<file path="src/rtl/muldiv_sequencer_if.sv">
// Controller and mul/div unit signals seen by muldiv_sequencer.
// master = sequencer side, slave = controller plus arithmetic units.
interface muldiv_sequencer_if;
  logic        op_valid;
  logic [2:0]  op_code;
  logic        op_ready;
  logic [31:0] rs_val;
  logic [31:0] rt_val;
  logic [31:0] opa;
  logic [31:0] opb;
  logic        mul_start;
  logic        mulu_start;
  logic        div_start;
  logic        divu_start;
  logic        mul_done;
  logic        mulu_done;
  logic        div_busy;
  logic        divu_busy;
  logic [63:0] mul_z;
  logic [63:0] mulu_z;
  logic [31:0] div_q;
  logic [31:0] div_r;
  logic [31:0] divu_q;
  logic [31:0] divu_r;
  logic [31:0] hi_wdata;
  logic [31:0] lo_wdata;
  logic        hi_we;
  logic        lo_we;
  logic        stall;
  logic        result_valid;
  logic        err;
  logic        divz;

  modport master (
    input  op_valid, op_code, rs_val, rt_val,
    input  mul_done, mulu_done, div_busy, divu_busy,
    input  mul_z, mulu_z, div_q, div_r, divu_q, divu_r,
    output op_ready, opa, opb,
    output mul_start, mulu_start, div_start, divu_start,
    output hi_wdata, lo_wdata, hi_we, lo_we,
    output stall, result_valid, err, divz
  );

  modport slave (
    output op_valid, op_code, rs_val, rt_val,
    output mul_done, mulu_done, div_busy, divu_busy,
    output mul_z, mulu_z, div_q, div_r, divu_q, divu_r,
    input  op_ready, opa, opb,
    input  mul_start, mulu_start, div_start, divu_start,
    input  hi_wdata, lo_wdata, hi_we, lo_we,
    input  stall, result_valid, err, divz
  );
endinterface

</file>
<file path="src/rtl/muldiv_sequencer.sv">
// Sequences MULT/MULTU/DIV/DIVU through the shared units and writes HI/LO.
// Optional MULDIV_DIVZERO_EN: DIV/DIVU by zero bypasses the divider and pulses divz.
//
// state  | meaning
// IDLE   | ready for an op; accept latches operands and opcode
// LAUNCH | one-cycle start pulse to the selected unit, counter cleared
// WAIT   | count cycles, watch the unit's completion indicator
// WB     | one-cycle HI/LO write and result_valid
// ABORT  | one-cycle err for illegal op or timeout
module muldiv_sequencer #(
  parameter int TIMEOUT = 64,
  parameter int CNT_W   = 7
) (
  input logic                clk,
  input logic                rstn,
  muldiv_sequencer_if.master bus
);
  typedef enum logic [2:0] {S_IDLE, S_LAUNCH, S_WAIT, S_WB, S_ABORT} state_t;

  state_t           state_q, state_d;
  logic [1:0]       op_q;
  logic [CNT_W-1:0] cnt_q;
  logic [31:0]      opa_q, opb_q, hi_q, lo_q;
  logic [63:0]      res_sel;
  logic             accept, unit_done, complete, at_tc, dz_in;

  assign accept   = (state_q == S_IDLE) & bus.op_valid;
  // first WAIT cycle is skipped so a level left over from the previous op is never taken
  assign complete = (cnt_q != '0) & unit_done;
  assign at_tc    = (cnt_q == CNT_W'(TIMEOUT - 1));

`ifdef MULDIV_DIVZERO_EN
  logic dz_q;

  assign dz_in    = ~bus.op_code[2] & bus.op_code[1] & (bus.rt_val == 32'd0);
  assign bus.divz = (state_q == S_WB) & dz_q;

  always_ff @(posedge clk or negedge rstn) begin
    if (!rstn) dz_q <= 1'b0;
    else if (accept) dz_q <= dz_in;
  end
`else
  assign dz_in    = 1'b0;
  assign bus.divz = 1'b0;
`endif

  always_comb begin
    unit_done = 1'b0;
    res_sel   = '0;
    case (op_q)
      2'd0: begin unit_done = bus.mul_done;   res_sel = bus.mul_z;                end
      2'd1: begin unit_done = bus.mulu_done;  res_sel = bus.mulu_z;               end
      2'd2: begin unit_done = ~bus.div_busy;  res_sel = {bus.div_r, bus.div_q};   end
      default: begin unit_done = ~bus.divu_busy; res_sel = {bus.divu_r, bus.divu_q}; end
    endcase
  end

  always_ff @(posedge clk or negedge rstn) begin
    if (!rstn) begin
      state_q <= S_IDLE;
      op_q    <= '0;
      cnt_q   <= '0;
      opa_q   <= '0;
      opb_q   <= '0;
      hi_q    <= '0;
      lo_q    <= '0;
    end else begin
      state_q <= state_d;
      if (accept) begin
        opa_q <= bus.rs_val;
        opb_q <= bus.rt_val;
        op_q  <= bus.op_code[1:0];
      end
      if (state_q == S_LAUNCH) cnt_q <= '0;
      else if (state_q == S_WAIT) cnt_q <= cnt_q + CNT_W'(1);
      if ((state_q == S_WAIT) && complete) begin
        hi_q <= res_sel[63:32];
        lo_q <= res_sel[31:0];
      end else if (accept && dz_in) begin
        hi_q <= bus.rs_val;
        lo_q <= '1;
      end
    end
  end

  always_comb begin
    state_d          = state_q;
    bus.op_ready     = 1'b0;
    bus.stall        = 1'b1;
    bus.mul_start    = 1'b0;
    bus.mulu_start   = 1'b0;
    bus.div_start    = 1'b0;
    bus.divu_start   = 1'b0;
    bus.hi_we        = 1'b0;
    bus.lo_we        = 1'b0;
    bus.result_valid = 1'b0;
    bus.err          = 1'b0;
    unique case (state_q)
      S_IDLE: begin
        bus.op_ready = 1'b1;
        bus.stall    = bus.op_valid;
        if (bus.op_valid) begin
          if (bus.op_code[2]) state_d = S_ABORT;
          else if (dz_in)     state_d = S_WB;
          else                state_d = S_LAUNCH;
        end
      end
      S_LAUNCH: begin
        case (op_q)
          2'd0:    bus.mul_start  = 1'b1;
          2'd1:    bus.mulu_start = 1'b1;
          2'd2:    bus.div_start  = 1'b1;
          default: bus.divu_start = 1'b1;
        endcase
        state_d = S_WAIT;
      end
      S_WAIT: begin
        if (complete)   state_d = S_WB;
        else if (at_tc) state_d = S_ABORT;
      end
      S_WB: begin
        bus.hi_we        = 1'b1;
        bus.lo_we        = 1'b1;
        bus.result_valid = 1'b1;
        state_d          = S_IDLE;
      end
      S_ABORT: begin
        bus.err = 1'b1;
        state_d = S_IDLE;
      end
      default: state_d = S_IDLE;
    endcase
  end

  assign bus.opa      = opa_q;
  assign bus.opb      = opb_q;
  assign bus.hi_wdata = hi_q;
  assign bus.lo_wdata = lo_q;
endmodule

</file>
<file path="src/flat_wrapper.sv">
// flat-port wrapper written by rule: the top's interface ports become plain ports
module muldiv_sequencer_flat 
#(
  parameter int TIMEOUT = 64,
  parameter int CNT_W   = 7
)
  (clk, rstn, bus_op_valid, bus_op_code, bus_rs_val, bus_rt_val, bus_mul_done, bus_mulu_done, bus_div_busy, bus_divu_busy, bus_mul_z, bus_mulu_z, bus_div_q, bus_div_r, bus_divu_q, bus_divu_r, bus_op_ready, bus_opa, bus_opb, bus_mul_start, bus_mulu_start, bus_div_start, bus_divu_start, bus_hi_wdata, bus_lo_wdata, bus_hi_we, bus_lo_we, bus_stall, bus_result_valid, bus_err, bus_divz);
  muldiv_sequencer_if bus_i ();
  input logic clk;
  input logic rstn;
  input wire logic [$bits(bus_i.op_valid)-1:0] bus_op_valid;
  input wire logic [$bits(bus_i.op_code)-1:0] bus_op_code;
  input wire logic [$bits(bus_i.rs_val)-1:0] bus_rs_val;
  input wire logic [$bits(bus_i.rt_val)-1:0] bus_rt_val;
  input wire logic [$bits(bus_i.mul_done)-1:0] bus_mul_done;
  input wire logic [$bits(bus_i.mulu_done)-1:0] bus_mulu_done;
  input wire logic [$bits(bus_i.div_busy)-1:0] bus_div_busy;
  input wire logic [$bits(bus_i.divu_busy)-1:0] bus_divu_busy;
  input wire logic [$bits(bus_i.mul_z)-1:0] bus_mul_z;
  input wire logic [$bits(bus_i.mulu_z)-1:0] bus_mulu_z;
  input wire logic [$bits(bus_i.div_q)-1:0] bus_div_q;
  input wire logic [$bits(bus_i.div_r)-1:0] bus_div_r;
  input wire logic [$bits(bus_i.divu_q)-1:0] bus_divu_q;
  input wire logic [$bits(bus_i.divu_r)-1:0] bus_divu_r;
  output wire logic [$bits(bus_i.op_ready)-1:0] bus_op_ready;
  output wire logic [$bits(bus_i.opa)-1:0] bus_opa;
  output wire logic [$bits(bus_i.opb)-1:0] bus_opb;
  output wire logic [$bits(bus_i.mul_start)-1:0] bus_mul_start;
  output wire logic [$bits(bus_i.mulu_start)-1:0] bus_mulu_start;
  output wire logic [$bits(bus_i.div_start)-1:0] bus_div_start;
  output wire logic [$bits(bus_i.divu_start)-1:0] bus_divu_start;
  output wire logic [$bits(bus_i.hi_wdata)-1:0] bus_hi_wdata;
  output wire logic [$bits(bus_i.lo_wdata)-1:0] bus_lo_wdata;
  output wire logic [$bits(bus_i.hi_we)-1:0] bus_hi_we;
  output wire logic [$bits(bus_i.lo_we)-1:0] bus_lo_we;
  output wire logic [$bits(bus_i.stall)-1:0] bus_stall;
  output wire logic [$bits(bus_i.result_valid)-1:0] bus_result_valid;
  output wire logic [$bits(bus_i.err)-1:0] bus_err;
  output wire logic [$bits(bus_i.divz)-1:0] bus_divz;
  assign bus_i.op_valid = bus_op_valid;
  assign bus_i.op_code = bus_op_code;
  assign bus_i.rs_val = bus_rs_val;
  assign bus_i.rt_val = bus_rt_val;
  assign bus_i.mul_done = bus_mul_done;
  assign bus_i.mulu_done = bus_mulu_done;
  assign bus_i.div_busy = bus_div_busy;
  assign bus_i.divu_busy = bus_divu_busy;
  assign bus_i.mul_z = bus_mul_z;
  assign bus_i.mulu_z = bus_mulu_z;
  assign bus_i.div_q = bus_div_q;
  assign bus_i.div_r = bus_div_r;
  assign bus_i.divu_q = bus_divu_q;
  assign bus_i.divu_r = bus_divu_r;
  assign bus_op_ready = bus_i.op_ready;
  assign bus_opa = bus_i.opa;
  assign bus_opb = bus_i.opb;
  assign bus_mul_start = bus_i.mul_start;
  assign bus_mulu_start = bus_i.mulu_start;
  assign bus_div_start = bus_i.div_start;
  assign bus_divu_start = bus_i.divu_start;
  assign bus_hi_wdata = bus_i.hi_wdata;
  assign bus_lo_wdata = bus_i.lo_wdata;
  assign bus_hi_we = bus_i.hi_we;
  assign bus_lo_we = bus_i.lo_we;
  assign bus_stall = bus_i.stall;
  assign bus_result_valid = bus_i.result_valid;
  assign bus_err = bus_i.err;
  assign bus_divz = bus_i.divz;
  muldiv_sequencer #(.TIMEOUT(TIMEOUT), .CNT_W(CNT_W)) u_core (.clk(clk), .rstn(rstn), .bus(bus_i));
endmodule
</file>
<file path="config.mk">
export PLATFORM = sky130hd
export DESIGN_NAME = muldiv_sequencer_flat
export DESIGN_NICKNAME = d
export VERILOG_FILES = /design/src/rtl/muldiv_sequencer_if.sv /design/src/rtl/muldiv_sequencer.sv /design/src/flat_wrapper.sv
export SDC_FILE = /design/constraint.sdc
export NUM_CORES = 1
export LEC_CHECK = 0
export ABC_AREA = 1
export CORE_AREA = 3 3 180 182
export DETAILED_ROUTE_END_ITERATION = 12
export DIE_AREA = 0 0 183 185
export GPL_TIMING_DRIVEN = 1
export PLACE_DENSITY_LB_ADDON = 0.15
export SLEW_MARGIN = 40
export SYNTH_ARGS = -nofsm -noshare
export SYNTH_HDL_FRONTEND = slang
export SYNTH_SLANG_ARGS = --single-unit
</file>
<file path="constraint.sdc">
create_clock -name clk -period 2.3 [get_ports clk]
set_input_delay 0.46 -clock clk [delete_from_list [all_inputs] [get_ports clk]]
set_output_delay 0.46 -clock clk [all_outputs]
set_load 0.02 [all_outputs]
</file>
==> results.txt <==
CP cell instances = nor3b_1, clkdlybuf4s50_1
#FFs+latches synth = 140
post-DR vias/cell = 4.28
Synth Area in Compound Gates = 10.4%
# Post-CTS Setup Buffers = 0
routed wire length = 29700 microns
row cnt = 64
Highest Signal Layer = met4
async set-reset flop share out of synthesis = 100%
average size of a mapped cell = 8.57 sq um
critical path type = flop to output port
Synth Area in Adders = 0.368%
Post-CTS Hold Buffers = 0
most common cell after layout, fill and taps aside = clkdlybuf4s50_1
Initial Utilization = 22.1%
post-synth top area share = 51.5%
Post-synth EDFFs = 0
Reg area = 0.00350 sq mm
vias in the first global route = 7242
Lkg Pwr = 5.29 nW
mux cell area share after synthesis = 10.6%
buffers and inverters on the worst path = 1
Power Dens Cells = 1200 mW/mm^2
slowest stage delay, CP = 0.67 ns
Area Overhead vs Synth = 84.7%
Fin. Hold Viols = 5
Clock Path Buffers = 2
clock latency on the worst-skew pair = 0.42 ns
die area = 0.0339 sq mm
global-route usage over all layers = 16.8%
post-synth cell types = 24
fill count = 3172
largest fanout on the critical path = 3
WL met2 = 14500 microns
number of diodes = 0
Routed Antenna Nets = 0
Synth Area in XOR/XNOR = 0.129%
max-slew violations = 0
Port Buffers = 467
height of the chip = 185 microns
Worst Setup End Kind = output port
worst-case reg-to-reg path depth = 5
Post-DP HPWL = 23100 microns
io pins = 469
CTS root buf = clkbuf_16
Setup TNS = 0 ns
Arrival @ worst endpoint = 1.71 ns
Rel. slew slack = 47.9%
simple-gate share of the synthesized area = 22.4%
Synth Net Count = 1126
vias = 7099
first-pass GRT wire length = 43300 microns
post-layout util = 40.9%
Core Region = 0.0307 sq mm
total clock buffers created by CTS = 17
gpl congestion = 0.830
Worst Tran Pin Value = 0.782 ns
total grt overflow = 0
final period utilization = 94.4%
worst hold margin = -0.00968 ns
status = finished, violations left
most frequent cells in the layout = clkdlybuf4s50_1, nand2_1, dfrtp_1
First-pass DRT Iterations = 4
detailed-route DRC error count = 0
H-Tree Depth = 4
nets@finish = 1582
failing checks = negative hold slack
Die Wd = 183 microns
Crit-path slowest cell = clkdlybuf4s50_1
Worst EP required = 1.84 ns
critical path launch point type = flop
Synth area leader = dfrtp_1
Max Clk Rate = 461 MHz
DR iter-0 viols = 213
layout cell share with drive strength beyond 1 = 10.1%
largest net degree at the start of global routing = 65
cells after synthesis = 794
family with the most delay on the worst path = buffers and inverters
RSZ-0062 raised after global routing = no
Critical Path Stages = 2
Max Cap Violations = 0
Clock Skew = 0.0159 ns
Setup-failing EPs final = 0
Final Critical Period = 2.17 ns
M1 wire length = 11800 microns
sequential area share after synthesis = 51.5%
routed len/inst = 17.9 microns
largest family of logic cells by synthesized area = simple AND/OR/NAND/NOR gates
Worst-path clk slew = 0.07 ns
clock sink count = 140
maximum VDD drop = 0.685 mV
synth warn = 0
Post-synth top flop = dfrtp_1
area of the mapped netlist = 0.00680 sq mm
dominant cells by area after synthesis = dfrtp_1, nand2_1, mux2_2, nand3_1, a21oi_1
met3 WL post-DR = 3060 microns
Hold WC Path Type = input pin to async pin
initial antenna violation count = 0
CTS tree = done
area occupied by multi-input gates = 0.00303 sq mm
cells in the mapped netlist, types with 2 or more instances:
cell type,number
dfrtp_1,140
o21ai_0,37
nand4_1,2
inv_2,2
o21ai_1,34
buf_2,31
buf_1,6
mux2_2,64
inv_1,16
clkbuf_1,10
nor2_1,19
nand3_1,71
a21oi_1,67
nand2_1,276
nor3_1,6
ha_1,2
buf_4,4
path summary, 6_finish.rpt:
check	from	slack (ns)	end
max	u_core.state_q[0]	0.13	bus_err
min	rstn	-0.01	u_core.bus.opa[3]
max reg2reg	u_core.op_q[0]	0.42	u_core.bus.hi_wdata[13]
min reg2reg	u_core.bus.hi_wdata[29]	0.48	u_core.bus.hi_wdata[29]
max in group asynchronous	rstn	1.62	u_core.bus.opa[6]
min in group clk	u_core.bus.hi_wdata[29]	0.48	u_core.bus.hi_wdata[29]
logic make-up (layout without fill, tap and decap cells):
logic type / Yosys count / count (layout)
adder cells (fa/ha/maj): 2 / 2
other: 1 / 1
multiplexers: 64 / 64
AND/OR/NAND/NOR: 377 / 377
AO/OA/AOI/OAI: 140 / 140
buffers and inverters: 69 / 538
flip-flops: 140 / 140
XOR/XNOR: 1 / 1
final cells by class:
| type | count | share of cell area (%) |
|---|---|---|
| Sequential cell | 140 | 27.9 |
| Clock inverter | 14 | 1.01 |
| Timing Repair Buffer | 488 | 39.1 |
| Inverter | 18 | 0.538 |
| Multi-Input combinational cell | 585 | 24.1 |
| Clock buffer | 18 | 3.41 |
| Tap cell | 396 | 3.94 |
through the flow:
| stage | instance area [sq um] | total power, mW | instances | setup slack [ns] |
|---|---|---|---|---|
| floorplan | 6800 | 8.54 | 794 | 0.586 |
| global route | 12600 | 16.3 | 1659 | 0.00668 |
| global placement | 12000 | 12.7 | 1627 | 0.0860 |
| CTS | 12600 | 15.5 | 1659 | 0.0308 |
| detailed placement | 12000 | 12.8 | 1627 | 0.0619 |
| finish | 12600 | 15.1 | 1659 | 0.129 |
timing repair:
action,4_1_cts,5_1_grt
pin swaps,0,0
resized for setup,9,7
setup endpoints to repair,9,4
endpoints found under the hold margin,0,0
sequential cells by signal, indices dropped and copies added, names as in the netlist:
| name | count |
|---|---|
| u_core.bus.opa | 32 |
| u_core.bus.lo_wdata | 32 |
| u_core.op_q | 2 |
| u_core.bus.hi_wdata | 32 |
| u_core.state_q | 3 |
| u_core.bus.opb | 32 |
| u_core.cnt_q | 7 |
layer usage:
layer	GRT usage, %	vias to the layer above
met5	0	-
met4	3.41	0
met3	7.13	17
met2	29.2	317
met1	19.5	3222
li1	-	3543
where the power goes:
part	internal (mW)	leakage, nW	switching, mW	total, mW
registers	3.56	1.73	0.612	4.17
clock network	1.42	0.256	1.22	2.64
logic	3.87	3.31	4.46	8.33
Note: power is estimated with default switching activity, not from simulation.
